File: src/rtl/branch_predictor_if.sv
// Fetch-lookup and execute-resolve bundle of the branch predictor, plus its statistics outputs.
// master drives the pipeline side; slave is the predictor.
interface branch_predictor_if #(
  parameter int AddrBit = 10
);
  logic [AddrBit-1:0] if_pc;
  logic               pred_taken;
  logic [AddrBit-1:0] pred_next_pc;
  logic               ex_valid;
  logic               ex_is_ctrl;
  logic               ex_uncond;
  logic [AddrBit-1:0] ex_pc;
  logic               ex_taken;
  logic [AddrBit-1:0] ex_target;
  logic               ex_pred_taken;
  logic [AddrBit-1:0] ex_pred_target;
  logic               mispredict;
  logic [AddrBit-1:0] redirect_pc;
  logic [31:0]        stat_branches;
  logic [31:0]        stat_mispredicts;

  modport master (
    output if_pc, ex_valid, ex_is_ctrl, ex_uncond, ex_pc, ex_taken, ex_target,
           ex_pred_taken, ex_pred_target,
    input  pred_taken, pred_next_pc, mispredict, redirect_pc, stat_branches, stat_mispredicts
  );

  modport slave (
    input  if_pc, ex_valid, ex_is_ctrl, ex_uncond, ex_pc, ex_taken, ex_target,
           ex_pred_taken, ex_pred_target,
    output pred_taken, pred_next_pc, mispredict, redirect_pc, stat_branches, stat_mispredicts
  );
endinterface

File: src/rtl/branch_predictor.sv
// Direct-mapped BTB with 2-bit counters: combinational IF lookup and EX resolve, table updated on the next edge.
// No backpressure; en=0 freezes table and statistics while the combinational outputs stay live.
module branch_predictor #(
  parameter int         AddrBit  = 10,
  parameter int         IndexBit = 6,
  parameter logic [1:0] AllocCnt = 2'b10
) (
  input  logic              clk,
  input  logic              rst_n,
  input  logic              en,
  input  logic              clr,
  branch_predictor_if.slave bp
);
  localparam int TagBit  = AddrBit - IndexBit;
  localparam int Entries = 1 << IndexBit;

  logic [Entries-1:0] valid_q;
  logic [TagBit-1:0]  tag_q    [Entries];
  logic [AddrBit-1:0] target_q [Entries];
  logic [1:0]         cnt_q    [Entries];
  logic [31:0]        stat_br_q;
  logic [31:0]        stat_mp_q;

  logic [IndexBit-1:0] if_idx;
  logic [IndexBit-1:0] ex_idx;
  logic [TagBit-1:0]   if_tag;
  logic [TagBit-1:0]   ex_tag;
  logic                if_hit;
  logic                ex_hit;
  logic                ex_ctrl;
  logic                kill_entry;
  logic                upd_entry;
  logic                alloc_entry;
  logic                mispredict;
  logic [1:0]          cnt_next;

  assign if_idx = bp.if_pc[IndexBit-1:0];
  assign if_tag = bp.if_pc[AddrBit-1:IndexBit];
  assign ex_idx = bp.ex_pc[IndexBit-1:0];
  assign ex_tag = bp.ex_pc[AddrBit-1:IndexBit];

  assign if_hit = valid_q[if_idx] && (tag_q[if_idx] == if_tag);
  assign ex_hit = valid_q[ex_idx] && (tag_q[ex_idx] == ex_tag);

  assign bp.pred_taken   = if_hit && cnt_q[if_idx][1];
  assign bp.pred_next_pc = bp.pred_taken ? target_q[if_idx] : bp.if_pc + AddrBit'(1);

  assign ex_ctrl    = bp.ex_valid && bp.ex_is_ctrl;
  // A non-control instruction can only be "predicted taken" through a stale or aliased entry.
  assign mispredict = bp.ex_valid &&
                      (bp.ex_is_ctrl ? ((bp.ex_taken != bp.ex_pred_taken) ||
                                        (bp.ex_taken && (bp.ex_pred_target != bp.ex_target)))
                                     : bp.ex_pred_taken);

  assign bp.mispredict  = mispredict;
  assign bp.redirect_pc = (bp.ex_is_ctrl && bp.ex_taken) ? bp.ex_target : bp.ex_pc + AddrBit'(1);

  assign kill_entry  = bp.ex_valid && !bp.ex_is_ctrl && bp.ex_pred_taken && ex_hit;
  assign upd_entry   = ex_ctrl && ex_hit;
  assign alloc_entry = ex_ctrl && !ex_hit && bp.ex_taken;

  always_comb begin
    cnt_next = cnt_q[ex_idx];
    if (bp.ex_uncond) begin
      cnt_next = 2'b11;
    end else if (bp.ex_taken) begin
      if (cnt_q[ex_idx] != 2'b11) cnt_next = cnt_q[ex_idx] + 2'd1;
    end else begin
      if (cnt_q[ex_idx] != 2'b00) cnt_next = cnt_q[ex_idx] - 2'd1;
    end
  end

  always_ff @(posedge clk or negedge rst_n) begin
    if (!rst_n) begin
      valid_q   <= '0;
      stat_br_q <= '0;
      stat_mp_q <= '0;
    end else if (en) begin
      if (ex_ctrl)    stat_br_q <= stat_br_q + 32'd1;
      if (mispredict) stat_mp_q <= stat_mp_q + 32'd1;
      if (clr)              valid_q         <= '0;
      else if (kill_entry)  valid_q[ex_idx] <= 1'b0;
      else if (alloc_entry) valid_q[ex_idx] <= 1'b1;
    end
  end

  // Payload needs no reset: it is only ever observed through a set valid bit.
  always_ff @(posedge clk) begin
    if (en && !clr) begin
      if (upd_entry) begin
        cnt_q[ex_idx] <= cnt_next;
        if (bp.ex_taken) target_q[ex_idx] <= bp.ex_target;
      end else if (alloc_entry) begin
        tag_q[ex_idx]    <= ex_tag;
        target_q[ex_idx] <= bp.ex_target;
        cnt_q[ex_idx]    <= bp.ex_uncond ? 2'b11 : AllocCnt;
      end
    end
  end

  assign bp.stat_branches    = stat_br_q;
  assign bp.stat_mispredicts = stat_mp_q;
endmodule

File: src/flat_wrapper.sv
// flat-port wrapper written by rule: the top's interface ports become plain ports
module branch_predictor_flat 
#(
  parameter int         AddrBit  = 10,
  parameter int         IndexBit = 6,
  parameter logic [1:0] AllocCnt = 2'b10
)
  (clk, rst_n, en, clr, bp_if_pc, bp_ex_valid, bp_ex_is_ctrl, bp_ex_uncond, bp_ex_pc, bp_ex_taken, bp_ex_target, bp_ex_pred_taken, bp_ex_pred_target, bp_pred_taken, bp_pred_next_pc, bp_mispredict, bp_redirect_pc, bp_stat_branches, bp_stat_mispredicts);
  branch_predictor_if #(.AddrBit(AddrBit)) bp_i ();
  input  logic clk;
  input  logic rst_n;
  input  logic en;
  input  logic clr;
  input wire logic [$bits(bp_i.if_pc)-1:0] bp_if_pc;
  input wire logic [$bits(bp_i.ex_valid)-1:0] bp_ex_valid;
  input wire logic [$bits(bp_i.ex_is_ctrl)-1:0] bp_ex_is_ctrl;
  input wire logic [$bits(bp_i.ex_uncond)-1:0] bp_ex_uncond;
  input wire logic [$bits(bp_i.ex_pc)-1:0] bp_ex_pc;
  input wire logic [$bits(bp_i.ex_taken)-1:0] bp_ex_taken;
  input wire logic [$bits(bp_i.ex_target)-1:0] bp_ex_target;
  input wire logic [$bits(bp_i.ex_pred_taken)-1:0] bp_ex_pred_taken;
  input wire logic [$bits(bp_i.ex_pred_target)-1:0] bp_ex_pred_target;
  output wire logic [$bits(bp_i.pred_taken)-1:0] bp_pred_taken;
  output wire logic [$bits(bp_i.pred_next_pc)-1:0] bp_pred_next_pc;
  output wire logic [$bits(bp_i.mispredict)-1:0] bp_mispredict;
  output wire logic [$bits(bp_i.redirect_pc)-1:0] bp_redirect_pc;
  output wire logic [$bits(bp_i.stat_branches)-1:0] bp_stat_branches;
  output wire logic [$bits(bp_i.stat_mispredicts)-1:0] bp_stat_mispredicts;
  assign bp_i.if_pc = bp_if_pc;
  assign bp_i.ex_valid = bp_ex_valid;
  assign bp_i.ex_is_ctrl = bp_ex_is_ctrl;
  assign bp_i.ex_uncond = bp_ex_uncond;
  assign bp_i.ex_pc = bp_ex_pc;
  assign bp_i.ex_taken = bp_ex_taken;
  assign bp_i.ex_target = bp_ex_target;
  assign bp_i.ex_pred_taken = bp_ex_pred_taken;
  assign bp_i.ex_pred_target = bp_ex_pred_target;
  assign bp_pred_taken = bp_i.pred_taken;
  assign bp_pred_next_pc = bp_i.pred_next_pc;
  assign bp_mispredict = bp_i.mispredict;
  assign bp_redirect_pc = bp_i.redirect_pc;
  assign bp_stat_branches = bp_i.stat_branches;
  assign bp_stat_mispredicts = bp_i.stat_mispredicts;
  branch_predictor #(.AddrBit(AddrBit), .IndexBit(IndexBit), .AllocCnt(AllocCnt)) u_core (.clk(clk), .rst_n(rst_n), .en(en), .clr(clr), .bp(bp_i));
endmodule
File: config.mk
export PLATFORM = sky130hd
export DESIGN_NAME = branch_predictor_flat
export DESIGN_NICKNAME = d
export VERILOG_FILES = /design/src/rtl/branch_predictor_if.sv /design/src/rtl/branch_predictor.sv /design/src/flat_wrapper.sv
export SDC_FILE = /design/constraint.sdc
export NUM_CORES = 2
export LEC_CHECK = 0
export CAP_MARGIN = 20
export CORE_ASPECT_RATIO = 1.25
export CORE_MARGIN = 2
export CORE_UTILIZATION = 60
export CTS_CLUSTER_SIZE = 12
export DETAILED_ROUTE_END_ITERATION = 7
export GPL_TIMING_DRIVEN = 0
export PLACE_DENSITY = 0.78
export SYNTH_ARGS = -nofsm -noshare
export SYNTH_HDL_FRONTEND = slang
export SYNTH_SLANG_ARGS = --single-unit
File: constraint.sdc
create_clock -name clk -period 4.05 [get_ports clk]
set_input_delay 0.405 -clock clk [delete_from_list [all_inputs] [get_ports clk]]
set_output_delay 0.405 -clock clk [all_outputs]
set_load 0.02 [all_outputs]
==> impl_metrics.py <==
metrics = {
    "drt": {
        "wirelength_mm": 190.1,
        "final_antenna_net_count": 0,
        "drt_iter0_drc": 5265,
        "drc": 0,
        "via_per_inst": 7.534,
        "vias": 33249,
        "drtPass1Iterations": 8,
        "wl_per_cell_um": 43.07,
    },
    "timing": {
        "skew_ns": 0.03678,
        "tightest_slew_ns": 1.173,
        "setup_viol_count_final": 358,
        "layout_setup_ws_ns": -0.4066,
        "finalHoldViolCount": 0,
        "rsz0062_at_grt": "yes",
        "min_period_over_period_pct": 110.0,
        "slew_violations": 0,
        "maxSlewHeadroom_pct": 21.53,
        "finalSetupTns_ns": -21.59,
        "fin_crit_ns": 4.457,
        "fmax_mhz": 224.4,
    },
    "clock_tree": {
        "root_buffer": "clkbuf_16",
        "cts_tree": "done",
        "cts_buffer_depth": 3,
        "clk_pin_slew_ns": 0.06,
        "htreeDepth": 3,
        "cts_made_buffers": 112,
        "cts_sinks": 1152,
        "clock_latency_ns": 0.72,
    },
    "power": {
        "total_power_mw": 25.60,
        "swShare_pct": 24.23,
        "internal-power_mw": 19.40,
        "p_sw_mw": 6.204,
        "power_density_nw_per_um2": 434.8,
        "power_frac_comb_pct": 9.9,
        "pwr-share-seq_pct": 51.1,
        "peakVddDrop_uv": 390.7,
        "clockPowerShare_pct": 39.0,
        "p_leak_nw": 19.12,
    },
    "floorplan": {
        "die_w_um": 262.3,
        "boundaryPins": 135,
        "design.die.area_um2": 85760,
        "initial_core_util_pct": 60.54,
        "die_y_um": 326.9,
        "coreArea_um2": 82680,
        "rows": 118,
    },
    "synth": {
        "synth_nets": 2969,
        "synth-async-reset-ratio_pct": 11.11,
        "synth.distinct_cells": 75,
        "syn_area_um2": 50050,
        "yosys_most_used_dff": "edfxtp_1",
        "synthTopCellsByArea": "edfxtp_1 (61%), mux4_2 (15%), dfrtp_1 (6.4%)",
        "ys_ff_latch": 1152,
        "netlist_instances": 2916,
        "yosysTopAreaCell": "edfxtp_1",
        "synth_edf_count": 1024,
        "synth.avg_cell_area_um2": 17.16,
        "synth_warnings": 0,
        "yosysSeqAreaShare_pct": 67.83,
        "synth_top_area_share_pct": 61.44,
    },
    "critical_path": {
        "end_kind": "primary output",
        "worstPathArrival_ns": 4.05,
        "criticalPathCategory": "in2out",
        "critPathLaunchType": "primary input",
        "crit_required_ns": 3.64,
        "cp_max_fo": 10,
    },
    "run_status": {
        "violations": "negative setup slack",
        "status": "finished with violations",
    },
    "global_routing": {
        "grt_pass1_vias": 32617,
        "grtUsageTotal_pct": 44.44,
        "grt_overflow": 0,
        "grt_pass1_wl_mm": 260.9,
        "grt_start_max_net_pins": 69,
        "antenna_found_initial": 12,
    },
    "job": {
        "cap_violations": 0,
    },
    "placed_design": {
        "portBuffers": 130,
        "place_congestion": 1.080,
        "post_dp_cell_area_um2": 53340,
        "hpwl_mm": 130.8,
    },
    "layout": {
        "area_growth_pct": 17.63,
        "fin_area_um2": 58880,
        "num-nets-final": 3304,
        "drive_gt1_share_pct": 27.78,
    },
    "hold_path": {
        "worstHoldPathType": "in2reg",
    },
}
-- power groups by stage --
stage	registers [mW]	logic [mW]	clock network, mW
5_1_grt	13.1	2.55	10.4
4_1_cts	13.1	2.44	9.96
2_1_floorplan	13.4	1.06	0
3_3_place_gp	13.4	2.12	0
6_report	13.1	2.53	9.99
3_5_place_dp	13.3	2.22	0
-- stage by stage --
| step | instances | worst slack, ns | utilization, % | hold WS [ns] |
|---|---|---|---|---|
| floorplan | 2916 | -0.2173 | - | 0.1094 |
| global placement | 4126 | -4.084 | 63.97 | 0.4551 |
| detailed placement | 4159 | -2.689 | 64.52 | 0.4660 |
| CTS | 4377 | -0.2188 | 70.78 | 0.03342 |
| global route | 4406 | -0.3321 | 71.19 | 0.05772 |
| finish | 4413 | -0.4066 | 71.21 | 0.05660 |
-- synth_stat cells, types with 5 or more instances --
library cell	count
buf_6	26
mux4_2	333
buf_1	16
nor2b_1	12
buf_4	18
o21ai_0	30
a21oi_1	23
or3_1	7
nand2b_1	7
o221ai_1	8
mux2_1	7
a31oi_1	10
dfrtp_1	128
mux2i_1	65
o211ai_1	22
a22o_1	14
edfxtp_1	1024
clkbuf_1	63
mux2_2	25
nand3_1	58
nand4_1	22
a221o_1	7
and2_1	10
a22oi_1	32
xor2_1	31
nor2_1	237
a221oi_1	47
and3_1	15
and4_1	5
nor3_1	14
o22ai_1	85
buf_2	83
nor4_1	72
nand2_1	209
inv_1	14
a211oi_1	5
nand3b_1	9
xnor2_1	62
-- repair_timing --
action,4_1_cts,5_1_grt
setup endpoints to repair,765,322
setup buffers,26,5
pin swaps,14,5
gates cloned,3,0
endpoints found under the hold margin,75,0
hold buffers,3,0
resized for setup,493,33
-- worst max-delay path, cell delays in order --
cell and delay, ns:
buf_2 0.41, buf_4 0.40, clkbuf_4 0.36, mux4_2 0.36
a22oi_2 0.27, o41ai_1 0.15, a211oi_2 0.39, xor2_1 0.22
nand4_1 0.13, buf_6 0.15, buf_12 0.12, buf_12 0.12
mux2i_4 0.36, buf_6 0.18
-- path summary, 6_finish.rpt --
check,startpoint,to,slack [ns],cells after the start
max,bp_if_pc[2],bp_pred_next_pc[0],-0.41,14
min,bp_ex_target[1],u_core.target_q[28][1],0.06,1
max reg2reg,u_core.tag_q[39][1],u_core.tag_q[25][3],0.33,10
min reg2reg,u_core.bp.stat_mispredicts[31],u_core.bp.stat_mispredicts[31],0.48,1
max in group asynchronous,rst_n,u_core.valid_q[33],2.95,3
min in group asynchronous,rst_n,u_core.bp.stat_branches[11],0.29,2
-- per-layer routing --
layer / GRT usage (%) / share of wire [%] / up-vias
met5: 0 / 0.036 / -
met4: 31.65 / 8.7 / 10
met3: 12.40 / 12 / 708
met2: 68.42 / 46 / 3036
met1: 54.92 / 33 / 16977
li1: - / - / 12518
-- final cells by class --
| class | count | area [um2] |
|---|---|---|
| diodes | 7 | 17.52 |
| plain buffers | 202 | 2006 |
| clock buffers | 168 | 3084 |
| clock inverters | 21 | 266.5 |
| fillers | 5052 | 23800 |
| inverters | 17 | 67.56 |
| multi-input cells | 1541 | 15750 |
| flip-flops and latches | 1152 | 33950 |
| well taps | 1080 | 1351 |
| repair buffers | 225 | 2380 |
-- state kept, by name, indices dropped and copies added, names as in the netlist --
name,cells
u_core.target_q,640
u_core.tag_q,256
u_core.cnt_q,128
u_core.valid_q,64
u_core.bp.stat_branches,32
u_core.bp.stat_mispredicts,32
-- kinds of logic after synthesis --
logic type,synth area share (%)
flip-flops,67.83
AND/OR/NAND/NOR,6.402
multiplexers,17.00
AO/OA/AOI/OAI,4.607
buffers and inverters,2.405
XOR/XNOR,1.627
adder cells (fa/ha/maj),0.1200
-- layout by cell type, fill, tap and decap left out, types with 24 or more instances in the layout --
master | netlist | final
dfrtp_1 | 128 | 128
mux4_2 | 333 | 333
edfxtp_1 | 1024 | 1024
nand2_1 | 209 | 205
clkdlybuf4s50_1 | 0 | 101
mux2_2 | 25 | 24
clkbuf_1 | 63 | 85
xor2_1 | 31 | 31
nor2_1 | 237 | 164
buf_6 | 26 | 64
buf_8 | 0 | 26
buf_2 | 83 | 40
nor2_4 | 0 | 53
buf_4 | 18 | 77
nor4_1 | 72 | 68
a22oi_1 | 32 | 31
buf_12 | 0 | 38
clkbuf_16 | 0 | 114
o22ai_1 | 85 | 84
a221oi_1 | 47 | 41
nand3_1 | 58 | 58
xnor2_1 | 62 | 62
mux2i_1 | 65 | 54
Power figures use the tool's default switching activity.
